### src/rtl/rv64_multicycle_control.sv
// Multi-cycle control FSM for the RV64 datapath: sequences fetch, decode,
// execute, memory and write-back, and drives every datapath enable and select.
module rv64_multicycle_control #(
   parameter int unsigned WAIT_MAX = 255
) (
   input  logic       clk,
   input  logic       rst_n,
   input  logic [6:0] opcode,
   input  logic       branch_taken,
   input  logic       mem_ready,
   output logic [2:0] state,
   output logic       mem_req,
   output logic       mem_we,
   output logic       mem_is_fetch,
   output logic       ir_write,
   output logic       pc_write,
   output logic [1:0] pc_sel,
   output logic [1:0] alu_a_sel,
   output logic       alu_b_sel,
   output logic       alu_word,
   output logic       reg_write,
   output logic [1:0] wb_sel,
   output logic       instr_retired,
   output logic       illegal,
   output logic       mem_timeout
);

   localparam int unsigned CNT_W   = (WAIT_MAX < 2) ? 1 : $clog2(WAIT_MAX + 1);
   localparam int unsigned HIT_CNT = (WAIT_MAX == 0) ? 0 : WAIT_MAX - 1;

   localparam logic [6:0] OP_LOAD    = 7'b0000011;
   localparam logic [6:0] OP_STORE   = 7'b0100011;
   localparam logic [6:0] OP_IMM     = 7'b0010011;
   localparam logic [6:0] OP_IMM_32  = 7'b0011011;
   localparam logic [6:0] OP_REG     = 7'b0110011;
   localparam logic [6:0] OP_REG_32  = 7'b0111011;
   localparam logic [6:0] OP_BRANCH  = 7'b1100011;
   localparam logic [6:0] OP_LUI     = 7'b0110111;
   localparam logic [6:0] OP_AUIPC   = 7'b0010111;
   localparam logic [6:0] OP_JAL     = 7'b1101111;
   localparam logic [6:0] OP_JALR    = 7'b1100111;

   typedef enum logic [2:0] {
      S_BOOT   = 3'd0,
      S_FETCH  = 3'd1,
      S_DECODE = 3'd2,
      S_EXEC   = 3'd3,
      S_MEM    = 3'd4,
      S_WB     = 3'd5,
      S_TRAP   = 3'd6
   } state_t;

   state_t           state_q;
   state_t           state_d;
   logic [CNT_W-1:0] wait_cnt;
   logic             timeout_q;
   logic             timeout_now;
   logic             waiting;

   logic             legal;
   logic             is_load;
   logic             is_store;
   logic             is_branch;
   logic             is_jal;
   logic             is_jalr;
   logic [1:0]       cls_a_sel;
   logic             cls_b_sel;
   logic             cls_word;

   assign state = state_q;

   // Opcode classification and ALU operand selects per instruction class
   always_comb begin
      legal     = 1'b1;
      is_load   = 1'b0;
      is_store  = 1'b0;
      is_branch = 1'b0;
      is_jal    = 1'b0;
      is_jalr   = 1'b0;
      cls_a_sel = 2'd0;
      cls_b_sel = 1'b0;
      cls_word  = 1'b0;
      case (opcode)
         OP_REG, OP_BRANCH: ;
         OP_REG_32:          cls_word = 1'b1;
         OP_IMM:             cls_b_sel = 1'b1;
         OP_IMM_32: begin
            cls_b_sel = 1'b1;
            cls_word  = 1'b1;
         end
         OP_LOAD: begin
            cls_b_sel = 1'b1;
            is_load   = 1'b1;
         end
         OP_STORE: begin
            cls_b_sel = 1'b1;
            is_store  = 1'b1;
         end
         OP_JALR: begin
            cls_b_sel = 1'b1;
            is_jalr   = 1'b1;
         end
         OP_LUI: begin
            cls_a_sel = 2'd2;
            cls_b_sel = 1'b1;
         end
         OP_AUIPC: begin
            cls_a_sel = 2'd1;
            cls_b_sel = 1'b1;
         end
         OP_JAL: begin
            cls_a_sel = 2'd1;
            cls_b_sel = 1'b1;
            is_jal    = 1'b1;
         end
         default:            legal = 1'b0;
      endcase
      if (opcode == OP_BRANCH) is_branch = 1'b1;
   end

   // State register; async reset abandons any instruction in flight
   always_ff @(posedge clk or negedge rst_n) begin
      if (!rst_n) state_q <= S_BOOT;
      else        state_q <= state_d;
   end

   // Next-state logic
   always_comb begin
      state_d = state_q;
      case (state_q)
         S_BOOT:   state_d = S_FETCH;
         S_FETCH:  if (mem_ready) state_d = S_DECODE;
         S_DECODE: state_d = legal ? S_EXEC : S_TRAP;
         S_EXEC: begin
            if (is_branch)                state_d = S_FETCH;
            else if (is_load || is_store) state_d = S_MEM;
            else                          state_d = S_WB;
         end
         S_MEM:    if (mem_ready) state_d = is_load ? S_WB : S_FETCH;
         S_WB:     state_d = S_FETCH;
         S_TRAP:   state_d = S_TRAP;
         default:  state_d = S_BOOT;
      endcase
   end

   // Datapath controls decoded from state and opcode (Mealy on ready/branch)
   always_comb begin
      mem_req       = 1'b0;
      mem_we        = 1'b0;
      mem_is_fetch  = 1'b0;
      ir_write      = 1'b0;
      pc_write      = 1'b0;
      pc_sel        = 2'd0;
      alu_a_sel     = 2'd0;
      alu_b_sel     = 1'b0;
      alu_word      = 1'b0;
      reg_write     = 1'b0;
      wb_sel        = 2'd0;
      instr_retired = 1'b0;
      illegal       = 1'b0;
      case (state_q)
         S_FETCH: begin
            mem_req      = 1'b1;
            mem_is_fetch = 1'b1;
            ir_write     = mem_ready;
         end
         S_EXEC: begin
            alu_a_sel = cls_a_sel;
            alu_b_sel = cls_b_sel;
            alu_word  = cls_word;
            if (is_branch) begin
               pc_write      = 1'b1;
               pc_sel        = {1'b0, branch_taken};
               instr_retired = 1'b1;
            end
         end
         S_MEM: begin
            alu_a_sel = cls_a_sel;
            alu_b_sel = cls_b_sel;
            alu_word  = cls_word;
            mem_req   = 1'b1;
            mem_we    = is_store;
            if (is_store && mem_ready) begin
               pc_write      = 1'b1;
               instr_retired = 1'b1;
            end
         end
         S_WB: begin
            alu_a_sel     = cls_a_sel;
            alu_b_sel     = cls_b_sel;
            alu_word      = cls_word;
            reg_write     = 1'b1;
            pc_write      = 1'b1;
            instr_retired = 1'b1;
            if (is_load)               wb_sel = 2'd1;
            else if (is_jal || is_jalr) wb_sel = 2'd2;
            if (is_jal)       pc_sel = 2'd1;
            else if (is_jalr) pc_sel = 2'd2;
         end
         S_TRAP:  illegal = 1'b1;
         default: ;
      endcase
   end

   // A wait cycle is one where a request is outstanding without ready
   assign waiting     = mem_req && !mem_ready;
   assign timeout_now = (WAIT_MAX != 0) && waiting && (wait_cnt == CNT_W'(HIT_CNT));
   assign mem_timeout = timeout_q || timeout_now;

   // Saturating memory-wait counter and sticky timeout flag
   always_ff @(posedge clk or negedge rst_n) begin
      if (!rst_n) begin
         wait_cnt  <= '0;
         timeout_q <= 1'b0;
      end else begin
         if (mem_req && mem_ready)
            wait_cnt <= '0;
         else if (waiting && (wait_cnt != CNT_W'(WAIT_MAX)))
            wait_cnt <= wait_cnt + CNT_W'(1);
         if (timeout_now) timeout_q <= 1'b1;
      end
   end

endmodule

### config.mk
export PLATFORM = sky130hd
export DESIGN_NAME = rv64_multicycle_control
export DESIGN_NICKNAME = d
export VERILOG_FILES = /design/src/rtl/rv64_multicycle_control.sv
export SDC_FILE = /design/constraint.sdc
export NUM_CORES = 1
export LEC_CHECK = 0
export ABC_AREA = 1
export ABC_CLOCK_PERIOD_IN_PS = 3750
export CAP_MARGIN = 15
export CORE_UTILIZATION = 40
export DETAILED_ROUTE_END_ITERATION = 16
export PLACE_DENSITY_LB_ADDON = 0.12
export RECOVER_POWER = 25
export SLEW_MARGIN = 20
export SYNTH_ARGS = -nofsm -noshare
export SYNTH_HDL_FRONTEND = slang
export SYNTH_SLANG_ARGS = --single-unit
### constraint.sdc
create_clock -name clk -period 3.75 [get_ports clk]
set_clock_uncertainty 0.2 [all_clocks]
set_input_delay 0.75 -clock clk [delete_from_list [all_inputs] [get_ports clk]]
set_output_delay 0.75 -clock clk [all_outputs]
set_load 0.02 [all_outputs]
Yosys cells after proc, flatten, opt, wreduce, memory -nomap -nowiden. Index checks and enable logic that the tools add are counted.

Register bits: 12. Latch bits: 0. RAM bits: 0. Bits in read-only memories: 0. Word-level logic and storage cells: 81. Memories kept: 0.

Add/sub/neg operators: 1. Multiply operators: 0. Divide/modulo/power cells: 0. $lt $le $gt $ge: 0. Equal/unequal tests: 21. Shift operators: 0. Mux-type cells: 37. Bitwise operators: 0. Reductions and logical operators: 19.

Operator list (count): == test 7 x 6 -> 1 bit (second input constant) (4); == test 7 x 5 -> 1 bit (second input constant) (3); == test 7 bit (second input constant) (3); 2-to-1 mux 1 bit (20); one-hot mux 3 bit (6 select lines) (1); 2-to-1 mux 8 bit (2); 2-to-1 mux 3 bit (5); 2-to-1 mux 2 bit (6); OR reduction 11 bit (1); == test 3 bit (second input constant) (3); adder 8 x 1 -> 8 bit (second input constant) (1); == test 8 bit (second input constant) (1); != test 8 bit (second input constant) (1); one-hot mux 2 bit (2 select lines) (2); OR reduction 2 bit (4); OR reduction 8 bit (1); == test 7 x 2 -> 1 bit (second input constant) (1); == test 3 x 2 -> 1 bit (second input constant) (2); logical AND 1 bit (5); != test 2 bit (second input constant) (2); == test 3 x 1 -> 1 bit (second input constant) (1); logical NOT 3 bit (1); logical OR 1 bit (3); one-hot mux 1 bit (3 select lines) (1); other kinds (4) (4).

Depth between registers and ports, before layout.
Word-level depth: 7. Mapped depth: 11.

Least setup slack after synthesis. OpenSTA, ideal clock, no wires.

Path kind: in2out. Start: in opcode[1]. End: out pc_write. Arrival: 2059 ps. Data required time: 2800 ps. Slack: 741 ps. Cell stages on the path: 7. Path buffers: 1. Cell sequence: nand2_1 -> inv_1 -> nand3_1 -> nor3_1 -> nand2_1 -> nand3_1 -> buf_4.

Longest elaborated chain between the ends: 5.

Ends and longest elaborated chain: start: declaration (RTL line 8) `input logic [6:0] opcode,`; == test 7 x 6 -> 1 bit (RTL line 83) `case (opcode)`; 2-to-1 mux 1 bit (RTL line 83); logical AND 1 bit (RTL line 183) `if (is_store && mem_ready) begin`; 2-to-1 mux 1 bit; one-hot mux 1 bit (3 select lines) (*); end: declaration (RTL line 16) `output logic pc_write,`.

Every way passes the cells marked *; elsewhere a longest branch is shown, timed or not.

Final worst setup path.
Start: in opcode[4]. End: out alu_b_sel.

Longest elaborated chain between the ends: 4.

Ends and longest elaborated chain: == test 7 x 5 -> 1 bit (tied with other cells) (RTL line 83); OR reduction 8 bit (no source line) (*); 2-to-1 mux 1 bit (*) (RTL line 83); 2-to-1 mux 1 bit (*) (RTL line 161) `case (state_q)`; end: declaration (RTL line 19) `output logic alu_b_sel,`.

Marks and branches as above.

==> results.md <==
- Rel. slew slack: 62.8%
- Fin util: 59.4%
- WP data arrival: 2660 ps
- Final ANT Viol Nets: 0
- Status: finished, final reports clean
- Final Max Tran Viols: 0
- Setup TNS: 0 ps
- DRT Pass-1 Iters: 4
- Most area-consuming cells after synthesis: dfrtp_1 29%, nand2_1 15%, nor2_1 9.2%
- Clock Path Buffers: 2
- H-tree depth: 1
- Post-synth top area share: 29.3%
- Clock transition at the registers of the reported paths: 80 ps
- Total Wirelength: 2580 µm
- RSZ-0062 raised after global routing: no
- Fin crit share: 96.3%
- Peak VDD IR: 0.000295 V
- Commonest cells in the synthesized netlist: 42 x nand2_1, 25 x nor2_1, 15 x inv_1
- CP startpoint: opcode[4]
- Vias/cell: 5.23
- Row count: 17
- Initial Utilization: 44.1%
- Post-layout minimum cycle time: 3610 ps
- Global route overflow: 0
- Die width: 52.6 µm
- CP endpoint kind: output port
- Post-synth top area cell: dfrtp_1
- Initial antenna violation count: 0
- Startpoint class of the critical path: input port
- Hold-fix buffers, CTS: 0
- Worst EP required: 2800 ps
- Slew @ Worst Pin: 556 ps
- Post-route DRC: 0
- Seq pwr share: 27.1%
- First-pass GRT wire length: 4400 µm
- Switching share of power: 47.4%
- Max Freq: 277 MHz
- Final layout net count: 205
- YS warnings: 0
- Chip height: 52.6 µm
- Terminus of the critical flop-to-flop path: wait_cnt[2]$_DFFE_PN0P_
- Routed vias: 1,145
- Synthesis-stage register bit count: 12
- R2r setup slk: 2060 ps
- Clock power frac: 15.4%
- Area Growth Syn to Fin: 34.5%
- WL/cell: 11.8 µm
- # diodes: 0
- Number of global-route vias before repair: 1,038
- Seq/Total Area, Yosys: 29.3%
- Max-cap violations: 0
- CTS tree: yes
- P_int: 363 µW
- Tot GR Track Use: 21.3%
- CORE AREA: 2320 µm²
- Dpl hpwl: 2050 µm
- Most numerous cell in the Yosys netlist: nand2_1
- Placed Instance Area: 1340 µm²
- # clock sinks: 12
- Io pins: 31
- Share of layout cells above drive strength 1: 12.6%
- Largest net degree at the start of global routing: 13
- Mapped Cells: 159
- Cts repair resizes: 0
- Port bufs: 30
- Leakage Power: 0.654 nW
- Post-synth EDFFs: 0
- Synth unique cells: 28
- P per Cell Area: 501 nW/µm²
- Crit-path max FO: 6
- Filler cells: 228
- Post-Syn Area: 1020 µm²
- Routability cong.: 0.934
- Psw: 326 µW
- Fin area: 1380 µm²
- Syn nets: 172
- CTS buffer count: 3
- CTS root buffer: clkbuf_4
- Post-synth top flop: dfrtp_1
- Reg2Reg Depth: 9
- Final Setup Violations: 0
- Die ar.: 2770 µm²
- Synth async-reset ratio: 100%
- Hold Fails Final Rpt: 0
- End point of the critical path: alu_b_sel
- Comb power frac: 57.5%
- Kind of critical path: in2out
- Avg Inst Size Synth: 6.44 µm²
- Worst-skew pair later-pin latency: 280 ps
- Worst flop-to-flop path startpoint: state[1]$_DFFE_PN0P_
- Setup Buffers After CTS: 0
- Drt first-iter violations: 33
- HP Class: reg2reg
[through the flow]
| step | hold slack [ps] | setup WS (ps) | total power, mW | instances |
|---|---|---|---|---|
| after detailed placement | 276 | 151 | 0.583 | 215 |
| after CTS | 293 | 152 | 0.690 | 219 |
| after global routing | 310 | 17.7 | 0.744 | 219 |
| after floorplan | 243 | 741 | 0.448 | 159 |
| after global placement | 253 | 167 | 0.575 | 215 |
| final | 293 | 138 | 0.689 | 219 |
[layer usage]
layer  track usage, %  up-vias  share of wire, %
met5                0        -                 0
met4             3.51        0              0.15
met3             6.38        2               5.0
met2             35.4       37                47
met1             27.4      520                48
li1                 -      586                 -
[cell usage in the layout, fill, tap and decap left out, drive strengths merged]
cell / n
nand2: 48
clkdlybuf4s50: 29
nor2: 26
inv: 22
nand3: 13
dfrtp: 12
o21ai: 10
nor3: 6
nand4: 5
clkbuf: 4
a21oi: 2
nor4: 2
a31o: 2
o21bai: 2
and3: 2
ha: 2
a41oi: 1
o22ai: 1
or2: 1
dlygate4sd3: 1
[critical path, cell delays in order]
cell,delay [ps]
clkdlybuf4s50_1,580
nand2_1,100
nor2_1,190
nand2_1,90
nand2_1,70
nor2_1,60
a41oi_1,190
clkdlybuf4s50_1,640
[area by class of cell]
| class | instances | area, µm² | share of cell area, % |
|---|---|---|---|
| multi-input combinational | 123 | 617 | 44.8 |
| timing repair buffer | 30 | 300 | 21.8 |
| sequential | 12 | 300 | 21.8 |
| inverter | 22 | 87.6 | 6.36 |
| tap | 28 | 35.0 | 2.55 |
| clock buffer | 4 | 36.3 | 2.64 |
[cells by family after synthesis]
family	synth area share, %
AND/OR/NAND/NOR	47.3
buffers and inverters	10.4
AO/OA/AOI/OAI	10.5
flip-flops	29.3
adder cells (fa/ha/maj)	2.44
[registers in the layout (all words and copies together), names as in the netlist]
register,count
state,3
wait_cnt,8
timeout_q,1
[worst min path at each step]
stage / startpoint / end / slack, ps / cells past startpoint
floorplan: timeout_q$_DFFE_PN0P_ / timeout_q$_DFFE_PN0P_ / 240 / 1
global placement: timeout_q$_DFFE_PN0P_ / timeout_q$_DFFE_PN0P_ / 250 / 1
detailed placement: timeout_q$_DFFE_PN0P_ / timeout_q$_DFFE_PN0P_ / 280 / 1
CTS: timeout_q$_DFFE_PN0P_ / timeout_q$_DFFE_PN0P_ / 290 / 1
global route: timeout_q$_DFFE_PN0P_ / timeout_q$_DFFE_PN0P_ / 310 / 1
finish: timeout_q$_DFFE_PN0P_ / timeout_q$_DFFE_PN0P_ / 290 / 1
[power groups by stage]
stage	Sequential [mW]	Combinational (mW)	Clock, mW
2_1_floorplan	0.195	0.253	0
3_3_place_gp	0.188	0.387	0
3_5_place_dp	0.190	0.393	0
4_1_cts	0.188	0.395	0.107
5_1_grt	0.191	0.440	0.113
6_report	0.187	0.396	0.106
No activity file was read; power rests on OpenSTA's default activity.
